[config.mk]
export PLATFORM = sky130hd
export DESIGN_NAME = pc_generator
export DESIGN_NICKNAME = d
export VERILOG_FILES = /design/src/rtl/pc_pkg.sv /design/src/rtl/return_address_stack.sv /design/src/rtl/pc_generator.sv
export SDC_FILE = /design/constraint.sdc
export NUM_CORES = 1
export LEC_CHECK = 0
export BUFFER_PORTS_ARGS = -buffer_cell sky130_fd_sc_hd__buf_2
export CAP_MARGIN = 20
export CORE_ASPECT_RATIO = 0.9
export CORE_UTILIZATION = 40
export DETAILED_ROUTE_END_ITERATION = 7
export GPL_ROUTABILITY_DRIVEN = 0
export HOLD_SLACK_MARGIN = 0.1
export MAX_ROUTING_LAYER = met4
export PLACE_DENSITY = 0.62
export SLEW_MARGIN = 20
export SYNTH_ARGS = -nofsm -noshare
export SYNTH_HDL_FRONTEND = slang
export SYNTH_SLANG_ARGS = --single-unit
[constraint.sdc]
create_clock -name clk -period 4.64 [get_ports clk]
set_input_delay 0.464 -clock clk [delete_from_list [all_inputs] [get_ports clk]]
set_output_delay 0.464 -clock clk [all_outputs]
set_load 0.005 [all_outputs]
[src/rtl/pc_pkg.sv]
// Shared constants and the next-PC source encoding for the fetch address generator.
package pc_pkg;

    localparam int XLEN = 32;
    localparam logic [XLEN-1:0] RESET_VECTOR_DEF = 32'h0000_0000;
    localparam logic [XLEN-1:0] TRAP_VECTOR_DEF  = 32'h0000_0100;
    localparam int INSTR_BYTES = 4;

    typedef enum logic [2:0] {
        RESET,
        TRAP,
        MISALIGN,
        REDIRECT,
        RAS,
        SEQ,
        HOLD
    } next_pc_sel_e;

endpackage

[src/rtl/return_address_stack.sv]
// Circular return-address stack: saturating count, the oldest entry is overwritten on overflow.
module return_address_stack
    import pc_pkg::*;
#(
    parameter int WIDTH     = XLEN,
    parameter int RAS_DEPTH = 4
) (
    input  logic             clk,
    input  logic             reset,
    input  logic             push,
    input  logic             pop,
    input  logic [WIDTH-1:0] push_data,
    output logic [WIDTH-1:0] top,
    output logic             empty
);

    localparam int PTR_W = $clog2(RAS_DEPTH);
    localparam int CNT_W = $clog2(RAS_DEPTH + 1);

    logic [WIDTH-1:0] entries_q [RAS_DEPTH];
    logic [WIDTH-1:0] entries_d [RAS_DEPTH];
    logic [PTR_W-1:0] ptr_q, ptr_d;
    logic [CNT_W-1:0] count_q, count_d;
    logic [PTR_W-1:0] top_idx;

    // ptr_q is the next free slot, so the top lives one slot below it.
    assign top_idx = ptr_q - 1'b1;
    assign top     = entries_q[top_idx];
    assign empty   = (count_q == '0);

    always_comb begin
        entries_d = entries_q;
        ptr_d     = ptr_q;
        count_d   = count_q;
        if (push && pop) begin
            entries_d[top_idx] = push_data;
        end else if (push) begin
            entries_d[ptr_q] = push_data;
            ptr_d            = ptr_q + 1'b1;
            if (count_q != CNT_W'(RAS_DEPTH)) begin
                count_d = count_q + 1'b1;
            end
        end else if (pop && !empty) begin
            ptr_d   = ptr_q - 1'b1;
            count_d = count_q - 1'b1;
        end
    end

    always_ff @(posedge clk) begin
        if (reset) begin
            ptr_q   <= '0;
            count_q <= '0;
        end else begin
            ptr_q   <= ptr_d;
            count_q <= count_d;
        end
        entries_q <= entries_d;
    end

endmodule

[src/rtl/pc_generator.sv]
// Fetch-address generator: holds the fetch PC, handles stall, redirect, trap and
// misaligned targets, and predicts returns through a small return-address stack.
module pc_generator
    import pc_pkg::*;
#(
    parameter int               WIDTH        = XLEN,
    parameter logic [WIDTH-1:0] RESET_VECTOR = RESET_VECTOR_DEF,
    parameter logic [WIDTH-1:0] TRAP_VECTOR  = TRAP_VECTOR_DEF,
    parameter int               RAS_DEPTH    = 4
) (
    input  logic             clk,
    input  logic             reset,
    input  logic             stall,
    input  logic             fetch_ready,
    input  logic             redirect_valid,
    input  logic [WIDTH-1:0] redirect_target,
    input  logic             trap_valid,
    input  logic [WIDTH-1:0] trap_epc,
    input  logic             ras_push,
    input  logic             ras_pop,
    output logic             pc_valid,
    output logic [WIDTH-1:0] pc_out,
    output logic [WIDTH-1:0] pc_plus4,
    output logic [WIDTH-1:0] epc_out,
    output logic             misalign_err,
    output logic             ras_empty
);

    logic [WIDTH-1:0] pc_q, pc_d;
    logic [WIDTH-1:0] epc_q, epc_d;
    logic             valid_q, valid_d;
    logic             misalign_q, misalign_d;

    logic             accept;
    logic             target_misaligned;
    logic             ras_push_en, ras_pop_en;
    logic [WIDTH-1:0] ras_top;
    logic             ras_is_empty;
    next_pc_sel_e     sel;

    assign accept            = valid_q & fetch_ready & ~stall;
    assign target_misaligned = (redirect_target[1:0] != 2'b00);
    assign pc_plus4          = pc_q + WIDTH'(INSTR_BYTES);

    // A redirect or trap squashes the fetch it lands on, including its RAS effect.
    assign ras_push_en = accept & ras_push & ~trap_valid & ~redirect_valid;
    assign ras_pop_en  = accept & ras_pop & ~trap_valid & ~redirect_valid;

    always_comb begin
        if (reset)                                  sel = RESET;
        else if (trap_valid)                        sel = TRAP;
        else if (redirect_valid && target_misaligned) sel = MISALIGN;
        else if (redirect_valid)                    sel = REDIRECT;
        else if (accept && ras_pop && !ras_is_empty) sel = RAS;
        else if (accept)                            sel = SEQ;
        else                                        sel = HOLD;
    end

    always_comb begin
        pc_d       = pc_q;
        epc_d      = epc_q;
        valid_d    = 1'b1;
        misalign_d = 1'b0;
        case (sel)
            RESET: begin
                pc_d    = RESET_VECTOR;
                epc_d   = '0;
                valid_d = 1'b0;
            end
            TRAP: begin
                pc_d  = TRAP_VECTOR;
                epc_d = trap_epc;
            end
            MISALIGN: begin
                pc_d       = TRAP_VECTOR;
                epc_d      = redirect_target;
                misalign_d = 1'b1;
            end
            REDIRECT: pc_d = redirect_target;
            RAS:      pc_d = ras_top;
            SEQ:      pc_d = pc_plus4;
            default:  pc_d = pc_q;
        endcase
    end

    always_ff @(posedge clk) begin
        if (reset) begin
            pc_q       <= RESET_VECTOR;
            epc_q      <= '0;
            valid_q    <= 1'b0;
            misalign_q <= 1'b0;
        end else begin
            pc_q       <= pc_d;
            epc_q      <= epc_d;
            valid_q    <= valid_d;
            misalign_q <= misalign_d;
        end
    end

    return_address_stack #(
        .WIDTH    (WIDTH),
        .RAS_DEPTH(RAS_DEPTH)
    ) u_ras (
        .clk      (clk),
        .reset    (reset),
        .push     (ras_push_en),
        .pop      (ras_pop_en),
        .push_data(pc_plus4),
        .top      (ras_top),
        .empty    (ras_is_empty)
    );

    assign pc_valid     = valid_q;
    assign pc_out       = pc_q;
    assign epc_out      = epc_q;
    assign misalign_err = misalign_q;
    assign ras_empty    = ras_is_empty;

endmodule

# --- Word-level counts from Yosys, hierarchy flattened ---
# Cells that the tools add are included.
classes:
  add_sub_neg: 5
  n_lt_le_gt_ge: 4
  n_eq_ne: 7
  n_mux: 26
  n_bitwise: 14
  n_reduce_logical: 18
ops:
  columns: ["cell", "n"]
  rows:
  - ["bitwise mux 128 bit", 2]
  - ["2-to-1 mux 128 bit", 2]
  - ["case mux 32 bit (5 select lines)", 1]
  - ["demux 32 bit (select 2 bit)", 2]
  - ["2-to-1 mux 32 bit", 4]
  - ["case mux 32 bit (3 select lines)", 1]
  - ["binary-select mux 32 bit (select 2 bit)", 1]
  - ["adder 32 x 3 -> 32 bit, second input constant", 1]
  - ["2-to-1 mux 3 bit", 7]
  - ["AND 1 bit", 8]
  - ["2-to-1 mux 2 bit", 4]
  - ["logical AND 1 bit", 7]
  - ["equality test 3 x 2 -> 1 bit, second input constant", 2]
  - ["equality test 3 bit, second input constant", 2]
  - [">= comparator 3 bit, second input constant", 2]
  - ["logical NOT 3 bit", 2]
  - ["less-than comparator 3 x 1 -> 1 bit, second input constant", 2]
  - ["NOT 2 -> 3 bit", 2]
  - ["nonzero test 2 bit", 3]
  - ["nonzero test 5 bit", 1]
  - ["NOT 1 bit", 4]
  - ["adder 3 x 1 -> 3 bit, second input constant", 1]
  - ["equality test 3 x 1 -> 1 bit, second input constant", 1]
  - ["inequality test 3 bit, second input constant", 1]
  - ["10 further kinds", 11]
word_totals:
  ff_bits: 199
  out_inout_bits: 99

# --- Depth between registers and ports, before layout ---
# Gate-level depths: netlist (run 1).
depth:
  depth_word: 12
  mapped_depth: 9
  ltp_nobuf: 7

# --- Hierarchy ---
# Synthesis (run 1) repeated with hierarchy kept, for this count alone.
hier_totals:
  hier_cells: 754
  area_unflattened_um2: 9545.4
modules_own_cells:
  columns: ["module", "n_inst", "cells_per_inst", "area_per_inst_um2"]
  rows:
  - ["return_address_stack", 1, 358, 6079.6]
  - ["pc_generator", 1, 396, 3465.8]

# --- Least setup slack after synthesis (run 1) ---
# Ideal clock, no wire load.
synth_path:
  path_kind: "register -> register"
  start: "register, netlist name u_ras.ptr_q[0]"
  end: "register u_ras.entries_q[0] (netlist bit), enable pin"
  setup_ns: 0.421
  arrival_ns: 2.482
  required_ns: 4.219
  setup_slack_ns: 1.738
  path_stages_with_launch: 7
  period_less_slack_ns: 2.902
  cell_sequence: "dfxtp_1 > buf_2 > buf_2 > inv_1 > ha_1 > mux2i_1 > nor2_1"
synth_rtl:
  columns: ["element", "line", "rtl"]
  rows:
  - ["to (signal assigned)", "return_address_stack.sv:57", "entries_q <= entries_d;"]
  - ["to (decl)", "return_address_stack.sv:20", "logic [WIDTH-1:0] entries_q [RAS_DEPTH];"]

# --- Final worst setup path (run 1) ---
layout_path:
  start: "register pc_q[2], in the netlist pc_out[2]"
  end: "output pc_plus4[22]"
layout_between:
  elab_chain_cells: 1
layout_lines:
  columns: ["element", "line", "rtl"]
  rows:
  - ["from (decl)", "pc_generator.sv:29", "logic [WIDTH-1:0] pc_q, pc_d;"]
  - ["from (signal assigned)", "pc_generator.sv:93", "pc_q <= pc_d;"]
  - ["adder 32 x 3 -> 32 bit", "pc_generator.sv:43", "assign pc_plus4 = pc_q + WIDTH'(INSTR_BYTES);"]
  - ["to (decl)", "pc_generator.sv:23", "output logic [WIDTH-1:0] pc_plus4,"]
# No other way between the ends.

==> run summary, run 1 <==
Run status - finished clean
CP endpoint kind - output pin
# diodes - 0
Worst Max-Slew Pin Slew - 1.001 ns
Clk sink count - 199
Crit path max-delay family - simple AND/OR/NAND/NOR gates
Setup Fix Bufs, Post-CTS - 0
Period utilisation layout - 74.31%
I/O pins - 171
Critical Path RT - 4.18 ns
Worst Setup Path Type - flop to output pin
Commonest cells in the netlist - nor2_1 (145), edfxtp_1 (128), dfxtp_1 (71)
Lkg Pwr - 4.573 nW
Die ar. - 22,700 µm²
Initial Util - 40.86%
All-layer global routing usage - 23.42%
Cells on worst reg2reg path - 5
Post-route ant nets - 0
Fin. Hold Viols - 0
Yosys cell types - 47
Total gr overflow - 0
Die width - 158.7 µm
Ys flop type - edfxtp_1
Avg Synthesized Cell Area - 12.33 µm²
Wire per inst - 21.36 µm
Net Count, Synth - 795
Fin Clk Skew - 0.01289 ns
Buffers on Ports - 170
First-pass GRT wire length - 38,520 µm
Maximum root-to-sink buffer count - 2
Crit path to - pc_plus4[22]
Hold_ws - 0.2413 ns
Initial DRC Count - 864
Highest-delay cell along the critical path - nor3_1
Max Cap Viol - 0
Die height - 143.0 µm
Worst reg2reg setup slack - 1.85 ns
Crit Path Max Fanout - 12
Final nets - 953
Vias per cell - 5.642
Crit path cell chain - ha_1 -> nand3_1 -> nor3_1 -> nand3_1 -> xor2_1 -> inv_1 -> buf_2
Fill cells - 1,902
CP startpoint - pc_out[2]
Setup tns final - 0 ns
RSZ-0062 raised after global routing - false
Worst reg2reg startpoint - u_ras.ptr_q[0]
Share of layout cells above drive strength 1 - 31.08%
EDFF count, synth - 128
Post-Syn Instances - 717
Number of detailed-route iterations in the first pass - 7
Synth Cell Area - 8840 µm²
Rel. slew slack - 32.87%
Vias in the first global route - 6,482
DP HPWL - 16,710 µm
Area taken by multi-input logic gates - 3224 µm²
WP depth - 7
Min-Delay Path Class - input pin to flop
Area delta synth->final - 20.93%
CTS tree - yes
Row count - 51
Cell taking the most area after synthesis - edfxtp_1
Power density cells - 344.1 nW/µm²
Register area share after synthesis - 59.56%
Reg clk slew, reported paths - 0.08 ns
Most frequent cell after synthesis - nor2_1
Post-cts resize count - 0
H-tree depth - 4
Final setup fails - 0
Arrival @ worst endpoint - 2.98 ns
DRC - 0
CTS Hold Buffers Added - 0
Max Freq - 290.0 MHz
FF-to-FF End - u_ras.entries_q[119]
Post-synthesis register bit count - 199
Synth area leaders - edfxtp_1 (43%), dfxtp_1 (16%), mux4_2 (8.2%)
Largest net degree at the start of global routing - 35
Top-area cell type share of the netlist area - 43.48%
CTS Buf Count - 17
Most numerous cell on the critical path - nand3_1
FF+latch area - 5266 µm²
Final slew viol count - 0
Clock root cell - clkbuf_16
Final Util - 49.42%
Clock Latency Late Sink - 0.44 ns
CP bufs+invs - 2
Startpoint types - flop
Vias - 6,652
Core Area - 21,630 µm²
Final wirelength - 25,180 µm
Initial antenna violation count - 0
Slowest stage delay, CP - 0.66 ns
Maximum vdd drop - 0.0002505 V
Async SR Flop Fraction - 0%
Min Clock Period, post-route - 3.448 ns
Ys Warns - 0
## cells by family after synthesis
group                    synth area share (%)
AND/OR/NAND/NOR                         11.95
multiplexers                            9.342
XOR/XNOR                                3.454
buffers and inverters                   4.982
adder cells (fa/ha/maj)                0.9342
flip-flops                              59.56
AO/OA/AOI/OAI                           9.781
## layer usage
layer	wire length, µm	global-route usage [%]	part of all wire, %
met5	0	-	0
met4	281	5.008	1.1
met3	2170	4.153	8.6
met2	11570	36.22	46
met1	11160	32.31	44
## stage by stage
| step | instances | setup slack (ns) | total power, mW | cell area (µm²) |
|---|---|---|---|---|
| finish | 1179 | 1.192 | 3.679 | 10690 |
| global route | 1179 | 0.9200 | 3.783 | 10690 |
| CTS | 1179 | 1.226 | 3.697 | 10690 |
| detailed placement | 1147 | 1.722 | 2.125 | 10060 |
| global placement | 1147 | 1.776 | 2.123 | 10060 |
| floorplan | 717 | 1.738 | 2.022 | 8840 |
## sequential cells by signal, summed over array words and instances (netlist names)
signal           cells
u_ras.count_q        3
pc_out              32
epc_out             32
u_ras.entries_q    128
u_ras.ptr_q          2
misalign_err         1
pc_valid             1
## cell usage in the layout, fill, tap and decap left out, drive strengths merged, types with 18 or more instances in the layout
cell type / instances
buf: 189
nor2: 145
edfxtp: 128
dfxtp: 71
inv: 59
a222oi: 56
mux4: 32
o21ai: 31
xor2: 23
clkbuf: 18
## worst register-to-register path, stage by stage, from the launching register on
cell     delay, ns
dfxtp_2       0.32
buf_4         0.57
ha_1          0.42
mux2i_1       0.16
nor2_4        0.70
buf_4         0.32
## report_power, final
part	internal [mW]	total (mW)	switching, mW	leakage (nW)
Combinational	0.0768	0.180	0.103	2.25
Sequential	1.89	1.91	0.0185	2.03
Clock	0.908	1.59	0.685	0.293
Total	2.87	3.68	0.806	4.57
## how the worst min path moves through the flow
stage	endpoint	from	slack [ns]	depth (start not counted)
2_1_floorplan	epc_out[11]	epc_out[11]	0.48	2
3_3_place_gp	epc_out[15]	epc_out[15]	0.46	2
3_5_place_dp	epc_out[8]	epc_out[8]	0.47	2
4_1_cts	epc_out[23]	trap_epc[23]	0.24	3
5_1_grt	epc_out[5]	trap_epc[5]	0.24	3
6_report	epc_out[30]	trap_epc[30]	0.24	3
## cell type report
class / instances / area share (%)
flip-flops and latches: 199 / 49.26
multi-input cells: 411 / 30.16
clock buffers: 18 / 4.014
inverters: 57 / 2.001
repair buffers: 189 / 9.293
well taps: 291 / 3.406
clock inverters: 14 / 1.861
(Power assumes the default switching activity.)
==> inputs of run 2 (changes only) <==
--- a/config.mk
+++ b/config.mk
@@ -13,7 +13,7 @@
 export GPL_ROUTABILITY_DRIVEN = 0
 export HOLD_SLACK_MARGIN = 0.1
 export MAX_ROUTING_LAYER = met4
-export PLACE_DENSITY = 0.62
+export PLACE_DENSITY = 0.64
 export SLEW_MARGIN = 20
 export SYNTH_ARGS = -nofsm -noshare
 export SYNTH_HDL_FRONTEND = slang
==> constraint.sdc (replaced) <==
create_clock -name clk -period 3.11 [get_ports clk]
set_input_delay 0.311 -clock clk [delete_from_list [all_inputs] [get_ports clk]]
set_output_delay 0.311 -clock clk [all_outputs]
set_load 0.005 [all_outputs]
==> run 2 against run 1 <==
Effect of this change: clock skew up 0.0011 ns; global-route usage up 0.30 points; total power grew 46%; sequential power rose by 49%; clock power increased by 39%; via count increased by 1.4%; hold slack lost 0.13 ns; critical endpoint is now pc_plus4[24]; combinational power grew 66%; critical path type unchanged; cell area increased by 3.2%.
==> run summary, run 2 (synthesized netlist as in run 1, its figures left out) <==
Vias in the first global route - 6,660
Vias per cell - 5.537
Setup Fix Bufs, Post-CTS - 0
Rel. slew slack - 53.56%
Die height - 143.0 µm
Largest net degree at the start of global routing - 33
Placed Area - 10,240 µm²
Area delta synth->final - 24.77%
Row count - 51
Reg clk slew, reported paths - 0.07 ns
Layout Cells excl Fill - 1,218
Power density cells - 485.5 nW/µm²
Inst Count DP - 1,166
Post-cts resize count - 0
Initial Util - 40.86%
Initial antenna violation count - 0
Largest register FFs - 128
Fin. Hold Viols - 0
Run status - finished clean
Period utilisation layout - 93.78%
Initial DRC Count - 837
Slowest stage delay, CP - 0.46 ns
Maximum vdd drop - 0.0003885 V
Clock root cell - clkbuf_16
Min-Delay Path Class - input pin to flop
All-layer global routing usage - 23.72%
Largest Register - u_ras.entries_q
Critical Path RT - 2.80 ns
CP bufs+invs - 2
Final instance area - 11,030 µm²
RSZ-0062 raised after global routing - false
CP endpoint kind - output pin
Fill cells - 1,907
FF+latch area - 5266 µm²
Post-route ant nets - 0
H-tree depth - 4
Crit path cell chain - ha_1 -> nand3_1 -> nor3_4 -> nand4_1 -> xor2_1 -> inv_1 -> buf_2
Fin Clk Skew - 0.01403 ns
# diodes - 0
CTS Buf Count - 17
Setup tns final - 0 ns
Highest-delay cell along the critical path - nor3_4
Worst Max-Slew Pin Slew - 0.6903 ns
Maximum root-to-sink buffer count - 2
Clk sink count - 199
Number of detailed-route iterations in the first pass - 8
CTS tree - yes
Commonest non-fill, non-tap cell in the layout - buf_2
Final wirelength - 25,750 µm
Total gr overflow - 0
Max Freq - 342.9 MHz
Lkg Pwr - 4.752 nW
Arrival @ worst endpoint - 2.61 ns
Core Area - 21,630 µm²
Startpoint types - flop
Die ar. - 22,700 µm²
Crit path max-delay family - simple AND/OR/NAND/NOR gates
Vias - 6,744
Final setup fails - 0
Clock Latency Late Sink - 0.44 ns
Min Clock Period, post-route - 2.916 ns
Max Cap Viol - 0
Total power - 5.355 mW
Final nets - 992
Final slew viol count - 0
Buffers on Ports - 170
Area taken by multi-input logic gates - 3224 µm²
DP HPWL - 16,790 µm
I/O pins - 171
Share of layout cells above drive strength 1 - 31.61%
First-pass GRT wire length - 38,800 µm
Die width - 158.7 µm
Wire per inst - 21.14 µm
Hold_ws - 0.1134 ns
Worst Setup Path Type - flop to output pin
Commonest cells after routing, fill and taps aside - buf_2 (170), nor2_1 (140), edfxtp_1 (128), dfxtp_1 (70), inv_1 (57)
DRC - 0
Crit Path Max Fanout - 6
run 2: changes by cell type in the layout (fill, tap and decap cells not counted), sizes merged:
cell         change
dlygate4sd3     +20
buf             +19
bufinv           -3
clkbuf           +4
clkinv           +3
clkinvlp         -4
run 2: per-layer routing:
| layer | vias up | share of wire [%] | global-route usage (%) |
|---|---|---|---|
| met5 | - | 0 | - |
| met2 | 313 | 47 | 38.07 |
| met3 | 26 | 8.4 | 4.850 |
| li1 | 3066 | - | - |
| met4 | 0 | 1.5 | 6.541 |
| met1 | 3339 | 43 | 30.64 |
run 2: worst paths after layout:
check | start | to | slack [ns] | depth (start not counted)
max | pc_out[3] | pc_plus4[24] | 0.19 | 7
min | trap_epc[17] | epc_out[17] | 0.11 | 3
max reg2reg | pc_out[3] | u_ras.entries_q[120] | 0.79 | 6
min reg2reg | epc_out[26] | epc_out[26] | 0.48 | 2
run 2: final cells by class:
cell class                      instances  share of cell area, %
Timing Repair Buffer                  228                  12.46
Clock inverter                         10                 0.8168
Tap cell                              291                  3.301
Multi-Input combinational cell        411                  29.23
Clock buffer                           22                  4.504
Inverter                               57                  1.940
Sequential cell                       199                  47.75
run 2: worst min-delay path: cells and delay by family:
| kind | cells | cell delay, ns |
|---|---|---|
| buf+inv | 2 | 0.13 |
| compound gates | 1 | 0.07 |
run 2: per-stage QoR:
step / utilization, % / setup slack, ns
finish: 50.99 / 0.1935
global route: 50.99 / 0.01806
CTS: 50.99 / 0.1907
detailed placement: 47.35 / 0.6765
global placement: 47.35 / 0.7065
floorplan: - / 0.2075
run 2: power breakdown:
group          total [mW]  internal [mW]  switching [mW]
combinational       0.299          0.138           0.162
clock                2.21           1.22           0.988
sequential           2.84           2.82          0.0264
run 2: repair_timing:
| action | 4_1_cts | 5_1_grt |
|---|---|---|
| hold buffers | 20 | 0 |
| endpoints found under the hold margin | 18 | 0 |
| setup endpoints to repair | 0 | 0 |
==> inputs of run 3 (changes only) <==
--- a/config.mk
+++ b/config.mk
@@ -12,8 +12,7 @@
 export DETAILED_ROUTE_END_ITERATION = 7
 export GPL_ROUTABILITY_DRIVEN = 0
 export HOLD_SLACK_MARGIN = 0.1
-export MAX_ROUTING_LAYER = met4
-export PLACE_DENSITY = 0.64
+export PLACE_DENSITY = 0.62
 export SLEW_MARGIN = 20
 export SYNTH_ARGS = -nofsm -noshare
 export SYNTH_HDL_FRONTEND = slang
==> constraint.sdc (replaced) <==
create_clock -name clk -period 3.1 [get_ports clk]
set_input_delay 0.31 -clock clk [delete_from_list [all_inputs] [get_ports clk]]
set_output_delay 0.31 -clock clk [all_outputs]
set_load 0.005 [all_outputs]
==> run 3 against run 2 <==
Effect of this change: utilization grew 0.35 points; combinational power is essentially flat; total power grew 2.6%; die area is the same; critical path type unchanged.
==> run summary, run 3 (synthesized netlist as in run 1, its figures left out) <==
Crit path to - pc_plus4[15]
Clk sink count - 199
Critical Path RT - 2.79 ns
Arrival @ worst endpoint - 2.57 ns
Maximum vdd drop - 0.0003723 V
CTS tree - yes
Number of detailed-route iterations in the first pass - 6
Setup tns final - 0 ns
Cells on worst reg2reg path - 6
Area delta synth->final - 25.63%
FF-to-FF End - pc_out[28]
Clock root cell - clkbuf_16
Period utilisation layout - 92.81%
Share of layout cells above drive strength 1 - 31.22%
Crit path max-delay family - simple AND/OR/NAND/NOR gates
FF+latch area - 5266 µm²
Hold_ws - 0.1173 ns
Largest net degree at the start of global routing - 33
Buffers on Ports - 170
Crit Path Max Fanout - 9
Final setup fails - 0
Reg clk slew, reported paths - 0.08 ns
Wire per inst - 21.00 µm
Initial antenna violation count - 0
Vias per cell - 5.555
Lkg Pwr - 4.751 nW
DP HPWL - 16,800 µm
Worst Setup Path Type - flop to output pin
Slowest stage delay, CP - 0.52 ns
Final slew viol count - 0
Die ar. - 22,700 µm²
Crit path cell chain - nand3_1 -> nor3_4 -> nand3_1 -> xor2_1 -> inv_1 -> buf_2
Startpoint types - flop
Initial DRC Count - 883
CTS Buf Count - 17
H-tree depth - 4
I/O pins - 171
Highest-delay cell along the critical path - nor3_4
Worst reg2reg setup slack - 0.67 ns
CP bufs+invs - 2
Initial Util - 40.86%
Commonest cells after routing, fill and taps aside - buf_2 (170), nor2_1 (140), edfxtp_1 (128), dfxtp_1 (70), inv_1 (57)
Total gr overflow - 0
Row count - 51
All-layer global routing usage - 22.74%
Clock Latency Late Sink - 0.44 ns
Core Area - 21,630 µm²
Area taken by multi-input logic gates - 3224 µm²
CP startpoint - pc_out[10]
Worst reg2reg startpoint - u_ras.ptr_q[0]
Final nets - 994
Final wirelength - 25,630 µm
Max Freq - 347.6 MHz
Rel. slew slack - 44.14%
DRC - 0
Fill cells - 1,890
Min-Delay Path Class - input pin to flop
Commonest non-fill, non-tap cell in the layout - buf_2
# diodes - 0
Most numerous cell on the critical path - nand3_1
Max Cap Viol - 0
Min Clock Period, post-route - 2.877 ns
Vias in the first global route - 6,476
Die width - 158.7 µm
WP depth - 6
Worst Max-Slew Pin Slew - 0.8311 ns
Maximum root-to-sink buffer count - 2
CP endpoint kind - output pin
Vias - 6,777
Power density cells - 494.6 nW/µm²
RSZ-0062 raised after global routing - false
Run status - finished clean
Die height - 143.0 µm
Largest Register - u_ras.entries_q
Fin Clk Skew - 0.01961 ns
First-pass GRT wire length - 38,410 µm
Post-route ant nets - 0
Fin. Hold Viols - 0
Largest register FFs - 128
## run 3: cell types whose count changed in the layout (fill, tap and decap cells not counted), sizes merged
cell	delta
dlygate4sd3	+7
buf	-5
clkbuf	-5
clkinv	-3
clkinvlp	+3
inv	+3
bufinv	+2
## run 3: repair_timing
item	CTS	global route
gates resized for setup	0	0
endpoints found under the hold margin	20	0
buffers inserted	0	2
hold buffers	27	0
setup endpoints to repair	0	5
## run 3: layer usage
layer,track usage (%),routed length [µm],share of wire [%]
met3,4.531,2333,9.1
met2,35.71,11590,45
met5,0,0,0
met4,6.490,364,1.4
met1,31.99,11340,44
## run 3: worst register-to-register path, delay by kind of cell, from the launching register on
family / cells / cell delay, ns
adders and majority gates: 1 / 0.33
buffers and inverters: 2 / 0.52
DFF: 1 / 0.63
muxes: 1 / 0.40
AOI/OAI and AO/OA: 2 / 0.42
## run 3: worst min-delay path by stage
| stage | depth (start not counted) | slack, ns | start | end |
|---|---|---|---|---|
| after floorplan | 1 | 0.38 | reset | pc_valid |
| after global placement | 2 | 0.46 | epc_out[17] | epc_out[17] |
| after detailed placement | 2 | 0.47 | epc_out[8] | epc_out[8] |
| after CTS | 3 | 0.10 | redirect_target[23] | epc_out[23] |
| after global routing | 3 | 0.11 | redirect_target[31] | epc_out[31] |
| final | 3 | 0.12 | redirect_target[23] | epc_out[23] |
## run 3: final cells by class
cell class,count,area share [%]
clock buffers,17,3.831
clock inverters,15,1.735
inverters,57,1.927
multi-input cells,411,29.03
flip-flops and latches,199,47.42
well taps,291,3.278
repair buffers,230,12.78
## run 3: where the power goes
part / internal [mW] / switching, mW
clock network: 1.29 / 1.05
logic: 0.142 / 0.159
registers: 2.83 / 0.0269
total: 4.26 / 1.23
## run 3: metrics by stage
| step | instance area [µm²] | power (mW) | util (%) | std cells | setup slack, ns |
|---|---|---|---|---|---|
| 2_1_floorplan | 8840 | 3.026 | - | 717 | 0.1975 |
| 3_3_place_gp | 10200 | 3.181 | 47.16 | 1159 | 0.6801 |
| 3_5_place_dp | 10200 | 3.182 | 47.16 | 1159 | 0.6282 |
| 4_1_cts | 11090 | 5.530 | 51.27 | 1218 | 0.1348 |
| 5_1_grt | 11110 | 5.658 | 51.34 | 1220 | 0.03381 |
| 6_report | 11110 | 5.493 | 51.34 | 1220 | 0.2228 |
